<file path="src/rtl/tpsram_pkg.sv">
// Shared types and helpers for the parametrised two-port SRAM controller.
// Provides the state encoding, the byte width and a constant-safe clog2.
package tpsram_pkg;

    localparam int BYTE_W = 8;

    typedef enum logic [0:0] {
        ST_CLEAR = 1'b0,
        ST_RUN   = 1'b1
    } state_t;

    function automatic int clog2(input int n);
        int r;
        r = 0;
        while ((1 << r) < n) begin
            r = r + 1;
        end
        return r;
    endfunction

endpackage

</file>
<file path="src/rtl/tpsram_core_mem.sv">
// DEPTH x DATA_WIDTH storage array with a byte-enable write port and a
// registered read port that returns the word as it was before a same-edge write.
module tpsram_core_mem
    import tpsram_pkg::*;
#(
    parameter int DATA_WIDTH = 8,
    parameter int ADDR_WIDTH = 6,
    parameter int DEPTH      = 64
) (
    input  logic                       clk,
    input  logic                       we,
    input  logic [ADDR_WIDTH-1:0]      waddr,
    input  logic [DATA_WIDTH-1:0]      wdata,
    input  logic [DATA_WIDTH/8-1:0]    wbe,
    input  logic                       re,
    input  logic [ADDR_WIDTH-1:0]      raddr,
    output logic [DATA_WIDTH-1:0]      rdata
);

    localparam int NB = DATA_WIDTH / BYTE_W;

    logic [DATA_WIDTH-1:0] mem [DEPTH];
    logic [DATA_WIDTH-1:0] rdata_q;
    logic [DATA_WIDTH-1:0] rdata_d;

    always_comb begin
        rdata_d = rdata_q;
        if (re) begin
            rdata_d = mem[raddr];
        end
    end

    // NOTE: the array has no reset; clearing is done by the controller's sweep
    // so the storage can map onto plain SRAM macros. Non-blocking writes keep a
    // same-edge read returning the old word.
    always_ff @(posedge clk) begin
        if (we) begin
            for (int i = 0; i < NB; i++) begin
                if (wbe[i]) begin
                    mem[waddr][i*BYTE_W +: BYTE_W] <= wdata[i*BYTE_W +: BYTE_W];
                end
            end
        end
        rdata_q <= rdata_d;
    end

    assign rdata = rdata_q;

endmodule

</file>
<file path="src/rtl/tpsram_pipe_ctrl.sv">
// Two-port SRAM controller: post-reset clear sweep, byte-enable writes,
// write-to-read forwarding, optional output pipeline stage and valid tracking.
module tpsram_pipe_ctrl
    import tpsram_pkg::*;
#(
    parameter int DATA_WIDTH     = 8,
    parameter int ADDR_WIDTH     = 6,
    parameter int DEPTH          = 64,
    parameter int RD_PIPE        = 0,
    parameter int FWD_EN         = 1,
    parameter int CLEAR_ON_RESET = 1
) (
    input  logic                    CLK,
    input  logic                    SRST,
    input  logic                    WEN,
    input  logic [ADDR_WIDTH-1:0]   WADDR,
    input  logic [DATA_WIDTH-1:0]   WD,
    input  logic [DATA_WIDTH/8-1:0] WBE,
    input  logic                    REN,
    input  logic [ADDR_WIDTH-1:0]   RADDR,
    output logic [DATA_WIDTH-1:0]   RD,
    output logic                    RD_VALID,
    output logic                    BUSY
);

    localparam int NB    = DATA_WIDTH / BYTE_W;
    localparam int CNT_W = (DEPTH > 1) ? clog2(DEPTH) : 1;
    localparam logic [ADDR_WIDTH:0] DEPTH_A  = (ADDR_WIDTH+1)'(DEPTH);
    localparam logic [CNT_W-1:0]    CNT_LAST = CNT_W'(DEPTH - 1);

    state_t                  state_q, state_d;
    logic [CNT_W-1:0]        cnt_q, cnt_d;
    logic                    wr_ok, rd_ok, wr_in_range, rd_in_range;
    logic                    mem_we, mem_re;
    logic [ADDR_WIDTH-1:0]   mem_waddr;
    logic [DATA_WIDTH-1:0]   mem_wdata, mem_rdata;
    logic [NB-1:0]           mem_wbe;
    logic                    vld0_q, vld0_d, zero0_q, zero0_d;
    logic [NB-1:0]           fwd_be_q, fwd_be_d;
    logic [DATA_WIDTH-1:0]   fwd_wd_q, fwd_wd_d;
    logic [DATA_WIDTH-1:0]   rd0;
    logic [DATA_WIDTH-1:0]   rd1_q, rd1_d;
    logic                    vld1_q, vld1_d;

    always_comb begin
        wr_in_range = {1'b0, WADDR} < DEPTH_A;
        rd_in_range = {1'b0, RADDR} < DEPTH_A;
        wr_ok       = !SRST && (state_q == ST_RUN) && WEN && wr_in_range;
        rd_ok       = !SRST && (state_q == ST_RUN) && REN;
        mem_re      = rd_ok && rd_in_range;
    end

    // Write port is owned by the sweep while clearing, by the user otherwise.
    always_comb begin
        state_d   = state_q;
        cnt_d     = cnt_q;
        mem_we    = wr_ok;
        mem_waddr = WADDR;
        mem_wdata = WD;
        mem_wbe   = WBE;
        if (!SRST && (state_q == ST_CLEAR)) begin
            mem_we    = 1'b1;
            mem_waddr = ADDR_WIDTH'(cnt_q);
            mem_wdata = '0;
            mem_wbe   = '1;
            cnt_d     = cnt_q + CNT_W'(1);
            if (cnt_q == CNT_LAST) begin
                state_d = ST_RUN;
                cnt_d   = '0;
            end
        end
    end

    // Side information for the word arriving from the core next cycle.
    always_comb begin
        vld0_d   = rd_ok;
        zero0_d  = zero0_q;
        fwd_be_d = fwd_be_q;
        fwd_wd_d = fwd_wd_q;
        if (rd_ok) begin
            zero0_d  = !rd_in_range;
            fwd_wd_d = WD;
            fwd_be_d = ((FWD_EN != 0) && wr_ok && (WADDR == RADDR)) ? WBE : '0;
        end
    end

    always_comb begin
        for (int i = 0; i < NB; i++) begin
            rd0[i*BYTE_W +: BYTE_W] = fwd_be_q[i] ? fwd_wd_q[i*BYTE_W +: BYTE_W]
                                                  : mem_rdata[i*BYTE_W +: BYTE_W];
        end
        if (zero0_q) begin
            rd0 = '0;
        end
        vld1_d = vld0_q;
        rd1_d  = vld0_q ? rd0 : rd1_q;
    end

    always_ff @(posedge CLK) begin
        if (SRST) begin
            state_q  <= (CLEAR_ON_RESET != 0) ? ST_CLEAR : ST_RUN;
            cnt_q    <= '0;
            vld0_q   <= 1'b0;
            zero0_q  <= 1'b1;
            fwd_be_q <= '0;
            vld1_q   <= 1'b0;
            rd1_q    <= '0;
        end else begin
            state_q  <= state_d;
            cnt_q    <= cnt_d;
            vld0_q   <= vld0_d;
            zero0_q  <= zero0_d;
            fwd_be_q <= fwd_be_d;
            fwd_wd_q <= fwd_wd_d;
            vld1_q   <= vld1_d;
            rd1_q    <= rd1_d;
        end
    end

    tpsram_core_mem #(
        .DATA_WIDTH (DATA_WIDTH),
        .ADDR_WIDTH (ADDR_WIDTH),
        .DEPTH      (DEPTH)
    ) u_mem (
        .clk   (CLK),
        .we    (mem_we),
        .waddr (mem_waddr),
        .wdata (mem_wdata),
        .wbe   (mem_wbe),
        .re    (mem_re),
        .raddr (RADDR),
        .rdata (mem_rdata)
    );

    assign RD       = (RD_PIPE != 0) ? rd1_q  : rd0;
    assign RD_VALID = (RD_PIPE != 0) ? vld1_q : vld0_q;
    assign BUSY     = (state_q == ST_CLEAR);

endmodule

</file>
<file path="config.mk">
export PLATFORM = sky130hd
export DESIGN_NAME = tpsram_pipe_ctrl
export DESIGN_NICKNAME = d
export VERILOG_FILES = /design/src/rtl/tpsram_pkg.sv /design/src/rtl/tpsram_core_mem.sv /design/src/rtl/tpsram_pipe_ctrl.sv
export SDC_FILE = /design/constraint.sdc
export NUM_CORES = 1
export LEC_CHECK = 0
export CAP_MARGIN = 20
export CORE_MARGIN = 5
export CORE_UTILIZATION = 56
export CTS_BUF_LIST = sky130_fd_sc_hd__clkbuf_8 sky130_fd_sc_hd__clkbuf_16
export DETAILED_ROUTE_END_ITERATION = 7
export PLACE_DENSITY = 0.84
export SLEW_MARGIN = 20
export SYNTH_ARGS = -nofsm -noshare
export SYNTH_HDL_FRONTEND = slang
export SYNTH_SLANG_ARGS = --single-unit
</file>
<file path="constraint.sdc">
create_clock -name CLK -period 3.2 [get_ports CLK]
set_input_delay 0.64 -clock CLK [delete_from_list [all_inputs] [get_ports CLK]]
set_output_delay 0.64 -clock CLK [all_outputs]
set_load 0.05 [all_outputs]
</file>
==> summary.json <==
{
  "run_status": {
    "run_status": "finished, final reports clean"
  },
  "floorplan": {
    "initial_core_util_pct": 56.39,
    "core_area_um2": 37400,
    "io-pin-count": 35,
    "fp-row-count": 71,
    "die_width_um": 204.1,
    "die_area_um2": 41640,
    "die-height_um": 204.1
  },
  "power": {
    "vdd.ir_drop.worst_uv": 380.9,
    "internal_power_mw": 11.43,
    "p_comb_share_pct": 5.6,
    "leakagePower_nw": 7.953,
    "clock_power_share_pct": 40.4,
    "power.density_cell_area_nw_per_um2": 588.9,
    "power_switching_mw": 2.992,
    "pwr-share-seq_pct": 54.0,
    "sw_frac_of_total_pct": 20.75
  },
  "critical_path": {
    "crit_end": "RD[3]",
    "timing.critical_path.from": "fwd_be_q",
    "cp-end-kind": "output port",
    "timing.critical_path.slowest_cell_delay_ns": 0.72,
    "crit_type": "reg -> out",
    "regToRegSetupSlack_ns": 0.54,
    "setup.worst_path.start_class": "register",
    "timing.reg2reg.worst_path_depth": 6,
    "path_cells": "mux2i_1 -> nor2_1 -> clkdlybuf4s50_1",
    "worst-path-max-fanout": 9,
    "worst_r2r_startpoint": "state_q",
    "timing.rr.end": "u_mem.mem[2][4]",
    "cp.arrival_ns": 2.26,
    "required_ns": 2.56,
    "worst_path_max_delay_cell": "sky130_fd_sc_hd__clkdlybuf4s50_1"
  },
  "global_route": {
    "groute.usage.overall_pct": 23.66,
    "overflow": 0,
    "pin_count_of_the_biggest_net_entering_global_routing": 65,
    "grt_antenna_before_repair": 1,
    "grt_pass1_wl_um": 73420,
    "grt_pass1_vias": 11510
  },
  "timing": {
    "skew_ns": 0.01618,
    "timing_worst_slew_pin_value_ns": 1.041,
    "slew_violations": 0,
    "final_critical_path_setup_slack_ns": 0.3035,
    "fin_crit_ns": 2.896,
    "finalSetupViolCount": 0,
    "report.final.hold_viol_count": 0,
    "worst_slew_margin_relative_to_its_limit_pct": 30.45,
    "fin_crit_sh_pct": 90.52,
    "rsz0062_at_grt": "false",
    "achievable-frequency_mhz": 345.2,
    "setup-tns-final_ns": 0
  },
  "placed_design": {
    "routability_congestion_estimate_from_global_placement": 0.9194,
    "buffer_ports.inserted": 34,
    "placement.setup.worst_slack_ns": 0.02261,
    "post-dp-hpwl_um": 29840
  },
  "layout": {
    "layout-drive-gt1-share_pct": 27.36,
    "num_antenna_cells": 0,
    "nNetsFinal": 1213,
    "final.fill_count": 2216,
    "area_growth_pct": 16.11
  },
  "synth": {
    "cell_with_the_most_instances_after_synthesis": "sky130_fd_sc_hd__edfxtp_1",
    "synthFlopType": "sky130_fd_sc_hd__edfxtp_1",
    "synthesis.area_per_instance_um2": 20.32,
    "synth_sequential_area_ratio_pct": 76.13,
    "synth_top_cells_by_count": "sky130_fd_sc_hd__edfxtp_1 (528), sky130_fd_sc_hd__mux4_2 (123), sky130_fd_sc_hd__nor2_1 (112)",
    "yosys_warnings": 0,
    "ys_ff_latch": 538,
    "post-synth-top-area-fraction_pct": 75.18,
    "synth_area_um2": 21090,
    "synth_largest_area_cell": "sky130_fd_sc_hd__edfxtp_1",
    "synth.top_cells.by_area": "sky130_fd_sc_hd__edfxtp_1 (75%), sky130_fd_sc_hd__mux4_2 (13%), sky130_fd_sc_hd__nor2_1 (2.0%)",
    "synth_fp_nets": 1064,
    "synth-edff-count": 528,
    "postSynthCellCount": 1038,
    "synth-async-reset-ratio_pct": 0,
    "synth_cell_types": 42
  },
  "worst_hold_path": {
    "worst_hold_path.num_cells": 2,
    "holdCritPathClass": "reg -> reg"
  },
  "route": {
    "drt_drc_violations_left": 0,
    "dr_vias_cell": 6.422,
    "detail-route-antenna-nets": 0,
    "dr.pass1.iters": 5,
    "detailroute.via_count": 11170,
    "drt-initial-drc-count": 1577,
    "drt-wirelength-per-cell_um": 27.90,
    "routed_wl_um": 48520
  },
  "cts": {
    "clock_tree.htree_level_count": 2,
    "clk_latency_ns": 0.58,
    "ctsLongestPathBuffers": 3,
    "ctsResizeCount": 0,
    "ctsHoldBuffers": 0,
    "postCtsSetupRepairBufs": 0,
    "cts_made_buffers": 50,
    "tritoncts": "done",
    "cts.sinks": 538,
    "cts.clk_slew.worst_paths_ns": 0.07,
    "cts-root-buf": "sky130_fd_sc_hd__clkbuf_16"
  },
  "job": {
    "max-cap-violations": 0
  }
}
## area by class of cell
type                            count  area [um2]  share of cell area, %
Clock buffer                       50        1251                  5.110
Clock inverter                     43       357.8                  1.461
Inverter                            1       3.754                0.01533
Multi-Input combinational cell    446        4828                  19.72
Sequential cell                   538       16060                  65.57
Tap cell                          511       639.4                  2.611
Timing Repair Buffer              150        1350                  5.513
## logic make-up after synthesis
family | after synthesis | share of synthesized area [%]
flops | 538 | 76.13
simple gates | 186 | 3.933
mux | 163 | 15.48
compound gates | 88 | 2.723
buf+inv | 54 | 1.347
xor+xnor | 8 | 0.3322
fa+ha+maj | 1 | 0.05932
## state kept, by name, summed over array words and instances, names as in the netlist
signal       cells
u_mem.rdata      8
fwd_be_q         1
cnt_q            6
fwd_wd_q         8
RD_VALID         1
u_mem.mem      512
state_q          1
zero0_q          1
## power by group through the flow
stage | clock network (mW) | registers (mW) | logic, mW
after floorplan | 0 | 7.94 | 0.471
after global placement | 0 | 7.94 | 0.772
after detailed placement | 0 | 7.94 | 0.794
after CTS | 5.88 | 7.79 | 0.805
after global routing | 6.21 | 7.79 | 0.852
final | 5.82 | 7.79 | 0.807
## layer usage
layer	up-vias	track usage [%]	wire length, um
met5	-	0	11
met4	2	8.184	1961
met3	141	4.142	4729
met2	780	39.14	24300
met1	5674	32.56	17520
li1	4570	-	-
## worst max-delay path: cells and delay by family, from the launching register on
family,cells,cell delay [ns]
AND/OR/NAND/NOR,1,0.07
multiplexers,1,0.34
buffers and inverters,1,0.72
flip-flops,1,0.54
## layout by cell type, fill, tap and decap left out, drive strengths merged, types with 14 or more instances in the layout
| master | netlist | final |
|---|---|---|
| nor2b | 17 | 17 |
| buf | 33 | 120 |
| o21ai | 20 | 20 |
| nand2 | 19 | 19 |
| nand3 | 14 | 14 |
| o22ai | 29 | 29 |
| clkinv | 0 | 20 |
| clkdlybuf4s50 | 0 | 30 |
| inv | 1 | 16 |
| edfxtp | 528 | 528 |
| clkbuf | 20 | 50 |
| mux4 | 128 | 128 |
| mux2i | 25 | 25 |
| nor2 | 112 | 112 |
## metrics by stage
| stage | utilization (%) | hold slack (ns) | instance area [um2] | cells | power [mW] |
|---|---|---|---|---|---|
| 5_1_grt | 65.47 | 0.5806 | 24490 | 1739 | 14.85 |
| 3_3_place_gp | 61.17 | 0.5137 | 22880 | 1646 | 8.708 |
| 3_5_place_dp | 61.17 | 0.5412 | 22880 | 1646 | 8.733 |
| 6_report | 65.47 | 0.5530 | 24490 | 1739 | 14.42 |
| 4_1_cts | 65.47 | 0.5496 | 24490 | 1739 | 14.47 |
| 2_1_floorplan | - | 0.4798 | 21090 | 1038 | 8.410 |
## how the worst min path moves through the flow
stage / start / end / slack, ns
6_report: cnt_q[5] / cnt_q[5] / 0.55
5_1_grt: cnt_q[0] / cnt_q[0] / 0.58
4_1_cts: cnt_q[5] / cnt_q[5] / 0.55
3_5_place_dp: cnt_q[5] / cnt_q[5] / 0.54
3_3_place_gp: cnt_q[5] / cnt_q[5] / 0.51
2_1_floorplan: cnt_q[5] / cnt_q[5] / 0.48
(Power assumes the default switching activity.)
